## src/rtl/mult_share_arbiter_if.sv

```systemverilog
// mult_share_arbiter_if: requester bus plus shared-multiplier handshake for the arbiter
interface mult_share_arbiter_if #(parameter int N_REQ = 3);
  logic [N_REQ-1:0] req, done, err;
  logic [8*N_REQ-1:0] op_a, op_b;
  logic [15:0] result, m_result;
  logic [1:0] gnt_id;
  logic [7:0] m_a, m_b;
  logic busy, m_ld, m_rdy;
  modport slave(input req, op_a, op_b, m_rdy, m_result, output done, err, result, busy, gnt_id, m_ld, m_a, m_b);
  modport master(output req, op_a, op_b, m_rdy, m_result, input done, err, result, busy, gnt_id, m_ld, m_a, m_b);
endinterface

```

## src/rtl/mult_share_arbiter.sv

```systemverilog
// mult_share_arbiter: round-robin sharing of one 8x8 multiplier among three requesters with timeout
module mult_share_arbiter #(
  parameter int N_REQ = 3,
  parameter int TIMEOUT = 64
) (
  input logic clk,
  input logic reset,
  mult_share_arbiter_if.slave bus
);
  localparam logic [1:0] IDLE = 2'd0, LOAD = 2'd1, WAIT = 2'd2, DONE = 2'd3;
  logic [1:0] state, ptr, gnt, win, c1, c2;
  logic [7:0] cnt, a, b;
  logic [N_REQ-1:0] done, sel;
  logic [15:0] result;
  logic abort, timeout;
  always_comb begin
    c1 = ptr == 2'd2 ? 2'd0 : ptr + 2'd1;
    c2 = c1 == 2'd2 ? 2'd0 : c1 + 2'd1;
    win = bus.req[ptr] ? ptr : bus.req[c1] ? c1 : c2;
    sel = N_REQ'(1) << gnt;
    timeout = cnt == 8'(TIMEOUT - 1);
  end
  always_ff @(posedge clk) begin
    if (reset) begin
      state <= IDLE;
      ptr <= 2'd0;
      gnt <= 2'd3;
      cnt <= 8'd0;
      abort <= 1'b0;
      done <= '0;
      result <= 16'h0000;
      a <= 8'd0;
      b <= 8'd0;
    end else begin
      done <= '0;
      case (state)
        IDLE: if (|bus.req) begin
          state <= LOAD;
          gnt <= win;
          ptr <= win == 2'd2 ? 2'd0 : win + 2'd1;
          a <= bus.op_a[8*win +: 8];
          b <= bus.op_b[8*win +: 8];
        end
        LOAD: begin
          state <= WAIT;
          cnt <= 8'd0;
          abort <= 1'b0;
        end
        WAIT: if (bus.m_rdy || timeout) begin
          state <= DONE;
          result <= bus.m_rdy ? bus.m_result : 16'h0000;
          abort <= !bus.m_rdy;
          // a requester that withdrew before completion gets no pulse
          done <= sel & bus.req;
        end else cnt <= cnt + 8'd1;
        default: begin
          state <= IDLE;
          gnt <= 2'd3;
        end
      endcase
    end
  end
  assign bus.done = done;
  assign bus.err = done & {N_REQ{abort}};
  assign bus.result = result;
  assign bus.busy = state == LOAD || state == WAIT;
  assign bus.gnt_id = gnt;
  assign bus.m_ld = state == LOAD;
  assign bus.m_a = a;
  assign bus.m_b = b;
endmodule

```

## src/flat_wrapper.sv

```systemverilog
// flat-port wrapper written by rule: the top's interface ports become plain ports
module mult_share_arbiter_flat 
#(
  parameter int N_REQ = 3,
  parameter int TIMEOUT = 64
)
  (clk, reset, bus_req, bus_op_a, bus_op_b, bus_m_rdy, bus_m_result, bus_done, bus_err, bus_result, bus_busy, bus_gnt_id, bus_m_ld, bus_m_a, bus_m_b);
  mult_share_arbiter_if #(.N_REQ(N_REQ)) bus_i ();
  input logic clk;
  input logic reset;
  input wire logic [$bits(bus_i.req)-1:0] bus_req;
  input wire logic [$bits(bus_i.op_a)-1:0] bus_op_a;
  input wire logic [$bits(bus_i.op_b)-1:0] bus_op_b;
  input wire logic [$bits(bus_i.m_rdy)-1:0] bus_m_rdy;
  input wire logic [$bits(bus_i.m_result)-1:0] bus_m_result;
  output wire logic [$bits(bus_i.done)-1:0] bus_done;
  output wire logic [$bits(bus_i.err)-1:0] bus_err;
  output wire logic [$bits(bus_i.result)-1:0] bus_result;
  output wire logic [$bits(bus_i.busy)-1:0] bus_busy;
  output wire logic [$bits(bus_i.gnt_id)-1:0] bus_gnt_id;
  output wire logic [$bits(bus_i.m_ld)-1:0] bus_m_ld;
  output wire logic [$bits(bus_i.m_a)-1:0] bus_m_a;
  output wire logic [$bits(bus_i.m_b)-1:0] bus_m_b;
  assign bus_i.req = bus_req;
  assign bus_i.op_a = bus_op_a;
  assign bus_i.op_b = bus_op_b;
  assign bus_i.m_rdy = bus_m_rdy;
  assign bus_i.m_result = bus_m_result;
  assign bus_done = bus_i.done;
  assign bus_err = bus_i.err;
  assign bus_result = bus_i.result;
  assign bus_busy = bus_i.busy;
  assign bus_gnt_id = bus_i.gnt_id;
  assign bus_m_ld = bus_i.m_ld;
  assign bus_m_a = bus_i.m_a;
  assign bus_m_b = bus_i.m_b;
  mult_share_arbiter #(.N_REQ(N_REQ), .TIMEOUT(TIMEOUT)) u_core (.clk(clk), .reset(reset), .bus(bus_i));
endmodule
```

## config.mk

```make
export PLATFORM = sky130hd
export DESIGN_NAME = mult_share_arbiter_flat
export DESIGN_NICKNAME = d
export VERILOG_FILES = /design/src/rtl/mult_share_arbiter_if.sv /design/src/rtl/mult_share_arbiter.sv /design/src/flat_wrapper.sv
export SDC_FILE = /design/constraint.sdc
export NUM_CORES = 1
export LEC_CHECK = 0
export ABC_AREA = 1
export CORE_MARGIN = 1.5
export CORE_UTILIZATION = 25
export CTS_CLUSTER_SIZE = 12
export DETAILED_ROUTE_END_ITERATION = 12
export GPL_ROUTABILITY_DRIVEN = 0
export SETUP_SLACK_MARGIN = 0.05
export SLEW_MARGIN = 20
export SYNTH_ARGS = -nofsm -noshare
export SYNTH_HDL_FRONTEND = slang
export SYNTH_SLANG_ARGS = --single-unit
```

## constraint.sdc

```tcl
create_clock -name clk -period 1.54 [get_ports clk]
set_input_delay 0.154 -clock clk [delete_from_list [all_inputs] [get_ports clk]]
set_output_delay 0.154 -clock clk [all_outputs]
set_load 0.01 [all_outputs]
```

* Word-level counts from Yosys, hierarchy flattened
Cells that the tools add are included.
Word-level totals: flip-flop bits (word level) 50, latch bits 0, bits in writable memories 0, memory bits (read-only) 0, input bits 70, output and inout bits 42, logic and storage cells 65, memories 0
Cells by class: add/subtract/negate cells 4, $mul 0, divide/modulo/power cells 0, $lt $le $gt $ge 2, eq/ne operators 9, shift-type cells 3, muxes and demuxes 19, bitwise gates (word level) 5, reductions and logical operators 14
Operators by type and width (number):
- 24-bit by 6-bit indexed part select with 8-bit output | 2
- 16-bit two-way mux | 1
- 2-bit two-way mux | 8
- 8-bit one-hot mux with 2 select lines | 1
- 2-bit AND reduction | 6
- 8-bit by 1-bit adder with 8-bit output, second input constant | 1
- 2-bit == test, second input constant | 4
- 8-bit by 6-bit == test with 1-bit output, second input constant | 1
- 8-bit two-way mux | 1
- 2-bit by 1-bit adder with 2-bit output, second input constant | 3
- 3-bit AND | 2
- 2-bit by 3-bit less-than comparator with 1-bit output, second input constant | 2
- 2-bit one-hot mux with 3 select lines | 1
- 3-bit OR reduction | 2
- 1-bit binary-select mux with 2-bit select | 2
- 2-bit by 1-bit inequality test with 1-bit output, second input constant | 2
- 2-bit one-hot mux with 2 select lines | 1
- 1-bit two-way mux | 3
- 1-bit NOT | 3
- 1-bit by 2-bit left shift with 3-bit output, first input constant | 1
- 2-bit by 1-bit == test with 1-bit output, second input constant | 1
- 2-bit logical NOT | 1
- 1-bit logical OR | 2
- 2-bit inequality test, second input constant | 1
- other kinds (4) | 4

* Depth between registers and ports, before layout
depth in word-level cells 8, gate-level depth with buffers 11

* Worst setup path after synthesis
OpenSTA, ideal clock, no wires.
path kind reg-to-reg, start point register u_core.cnt[0], end point register u_core.result[5] (netlist: u_core.bus.result[5]), data arrival time 1.282 ns, path slack 0.126 ns, cell stages (with the launch flop) 10, path through dfxtp_1 ha_1 nand2_1 nor2_1 nand3_1 nand2_1 nand2_1 buf_2 nand2_1 a21oi_1
On the way: cells in the longest elaborated chain, start to end 3
RTL lines:
- start, declared | RTL line mult_share_arbiter.sv:12 | logic [7:0] cnt, a, b;
- start signal, assigned | RTL line mult_share_arbiter.sv:55 | end else cnt <= cnt + 8'd1;
- 8-bit by 6-bit == test with 1-bit output | RTL line mult_share_arbiter.sv:21 | timeout = cnt == 8'(TIMEOUT - 1);
- 1-bit logical OR | RTL line mult_share_arbiter.sv:49 | WAIT: if (bus.m_rdy || timeout) begin
- 2-bit AND reduction (no source line)
- end signal, assigned | RTL line mult_share_arbiter.sv:51 | result <= bus.m_rdy ? bus.m_result : 16'h0000;
- end, declared | RTL line mult_share_arbiter.sv:14 | logic [15:0] result;
No other way between the ends. A chain may end at the register's enable or synchronous reset.

* Worst setup path in the final report
start point register u_core.abort, end point output port bus_err[2]
On the way: cells in the longest elaborated chain, start to end 1
RTL lines:
- start, declared | RTL line mult_share_arbiter.sv:15 | logic abort, timeout;
- start signal, assigned | RTL line mult_share_arbiter.sv:52 | abort <= !bus.m_rdy;
- 3-bit AND | RTL line mult_share_arbiter.sv:64 | assign bus.err = done & {N_REQ{abort}};
- end, declared | RTL line flat_wrapper.sv:17 | output wire logic [$bits(bus_i.err)-1:0] bus_err;
No other way between the ends.

==> results.json <==
{
  "status": "complete, no violations",
  "synthArstFlopShare_pct": 0,
  "htreeDepth": 2,
  "synth_top_family_by_area": "simple AND/OR/NAND/NOR gates",
  "drt_iter0_markers": 131,
  "cts_hold_buf": 0,
  "synth_seq_area_share_pct": 36.5,
  "hold-path-cell-count": 4,
  "whs_ps": 285,
  "min_path_type": "input port to flop",
  "crit_path_start_kind": "flop",
  "ys.flop_type": "dfxtp_1",
  "core_sq_um": 10800,
  "die_area_sq_um": 11600,
  "start_util_pct": 25.4,
  "die_h_um": 108,
  "grt_max_degree": 37,
  "crit_type": "flop to output pin",
  "antenna_cells": 0,
  "root_buffer": "clkbuf_8",
  "fin_skew_ps": 10.9,
  "synthCells": 445,
  "rrSetupSlack_ps": 120,
  "cts_tree": "built",
  "synth.mux.area_fraction_pct": 0,
  "mappedNetlistArea_sq_um": 2750,
  "crit_fanout": 4,
  "leakagePower_nw": 2.16,
  "dp_slack_ps": -153,
  "drt-pass1-iter-count": 6,
  "dp_hpwl_um": 5950,
  "rsz0062_at_grt": "no",
  "boundaryPins": 112,
  "cap_violations": 0,
  "vias": 3082,
  "io_buffers": 111,
  "hp-start": "bus_req[0]",
  "areaGrowthSynthToFinish_pct": 63.8,
  "yosysUniqueCellTypes": 24,
  "setup_viol": 0,
  "yosysWarnings": 0,
  "die_w_um": 108,
  "setup_slack_ps": 105,
  "period_needed_ps": 1440,
  "netlist.top_cell.by_area": "dfxtp_1",
  "final_area_sq_um": 4500,
  "synth_common_cells": "166 x nand2_1, 52 x inv_1, 50 x dfxtp_1",
  "clkTransAtPathRegs_ps": 90,
  "synthSimpleGateAreaFrac_pct": 41.5,
  "powerDensity_nw_per_um2": 1620,
  "holdPathEnd": "u_core.bus.done[0]",
  "r2r_end": "u_core.bus.m_b[2]",
  "nets": 651,
  "finalWirelength_um": 8000,
  "instances_no_fill": 717,
  "overflow": 0,
  "slew-limit-headroom_pct": 80.2,
  "antenna_found_initial": 0,
  "clkLatencyLatePin_ps": 310,
  "place_area_sq_um": 4200,
  "synth-compound-area-share_pct": 8.16,
  "power_mw": 7.28,
  "maxSlewViolCount": 0,
  "track_usage_pct": 13.7,
  "via_per_inst": 4.30,
  "max-clock-path-buffers": 2,
  "syn_nets": 520,
  "dp.cells": 704,
  "drive_above_1_share_pct": 13.2,
  "min_period_over_period_pct": 93.2,
  "cts_buffers": 5,
  "hold_viol_final": 0,
  "ys_seq_elements": 50,
  "synth_most_common_cell": "nand2_1",
  "cp.arrival_ps": 1280,
  "reg2regPathDepth": 9,
  "synth-edff-count": 0,
  "num_rows": 38,
  "ant_nets": 0,
  "synth_area_per_cell_sq_um": 6.17,
  "clock_sinks": 50,
  "grt_pass1_vias": 2899,
  "synth_fa_ha_area_share_pct": 2.28,
  "synth-xor-area-share_pct": 0,
  "wl_per_cell_um": 11.2,
  "grt_pass1_wl_um": 13100,
  "synth_top_area_share_pct": 36.5,
  "peakVddDrop_v": 0.000566,
  "r2r_start": "u_core.state[1]",
  "crit_required_ps": 1390,
  "drc": 0,
  "tightest_slew_ps": 297,
  "endpoint_kind": "output pin",
  "fmax_mhz": 697,
  "synth_area_leaders": "dfxtp_1 36%, nand2_1 23%, nand3_1 7.8%, inv_1 7.1%, nor2_1 6.6%"
}
## cells in the final DEF (no fill, tap or decap)
master,Yosys,routed
nor2_1,48,46
buf_6,2,2
a21boi_4,1,1
nand3_1,43,42
dfxtp_4,0,1
nand2_1,166,162
ha_2,0,1
clkdlybuf4s15_1,0,1
dfxtp_2,0,6
clkbuf_8,0,5
ha_1,5,3
nor2_4,0,3
clkbuf_16,0,2
clkdlybuf4s50_1,0,105
o21ai_0,4,4
buf_4,4,18
nor3_1,2,2
dlymetal6s2s_1,0,4
nand2_4,1,5
bufinv_16,0,1
nand3_4,1,2
clkinv_4,0,1
a21oi_1,30,29
ha_4,0,1
dfxtp_1,50,43
inv_1,52,49
nor4_1,1,1
clkinv_1,1,1
inv_6,0,1
clkbuf_2,0,1
buf_12,0,7
nand3_2,2,2
nand4_1,2,2
a21oi_2,0,1
nand2_2,6,6
inv_2,6,9
o21ai_1,7,7
## flip-flops by register name, indices dropped and copies added (netlist names)
signal and cells:
u_core.abort 1, u_core.bus.done 3, u_core.bus.gnt_id 2, u_core.bus.m_a 8
u_core.bus.m_b 8, u_core.bus.result 16, u_core.cnt 8, u_core.ptr 2
u_core.state 2
## metal layers
metal	global-route usage (%)	up-vias	part of all wire (%)
met5	0	-	0
li1	-	1629	-
met4	3.48	0	1.4
met2	24.1	85	50
met1	17.0	1359	44
met3	3.03	9	5.6
## how the worst max path moves through the flow
stage	end	cells past startpoint	slack [ps]	startpoint
after floorplan	u_core.bus.result[5]	9	130	u_core.cnt[0]
after global placement	u_core.bus.m_a[6]	8	-100	bus_req[2]
after detailed placement	u_core.bus.m_a[6]	8	-150	bus_req[2]
after CTS	u_core.bus.result[4]	9	50	u_core.cnt[0]
after global routing	u_core.cnt[2]	9	40	u_core.cnt[1]
final	bus_err[2]	3	100	u_core.abort
## power by group
group / internal, mW / switching (mW) / total, mW
combinational: 2.10 / 2.31 / 4.41
clock: 0.493 / 0.464 / 0.957
sequential: 1.66 / 0.252 / 1.91
## kinds of logic (layout without fill, tap and decap cells)
group | count (synthesis) | count (layout)
fa+ha+maj | 5 | 5
buf+inv | 75 | 207
compound gates | 42 | 42
simple gates | 273 | 273
flops | 50 | 50
## timing repair
action / 4_1_cts / 5_1_grt
pin swaps: 1 / 5
resized for setup: 8 / 31
setup endpoints to repair: 9 / 51
setup buffers: 0 / 1
cloned: 0 / 4
## critical path, stage by stage, from the launching register on
cell,delay (ps)
dfxtp_4,370
nand2_1,50
inv_1,40
clkdlybuf4s50_1,520
## layout make-up
class / instances / area [sq um]
clock buffers: 5 / 68.8
clock inverters: 3 / 47.5
repair buffers: 140 / 1460
fillers: 1143 / 6300
multi-input cells: 320 / 1510
inverters: 59 / 221
flip-flops and latches: 50 / 1010
well taps: 140 / 175
## metrics by stage
stage	utilization (%)	TNS, ps
finish	41.7	0
global route	41.7	0
CTS	40.1	0
detailed placement	38.9	-2270
global placement	38.9	-1420
floorplan	-	0
No activity file was read; power rests on OpenSTA's default activity.
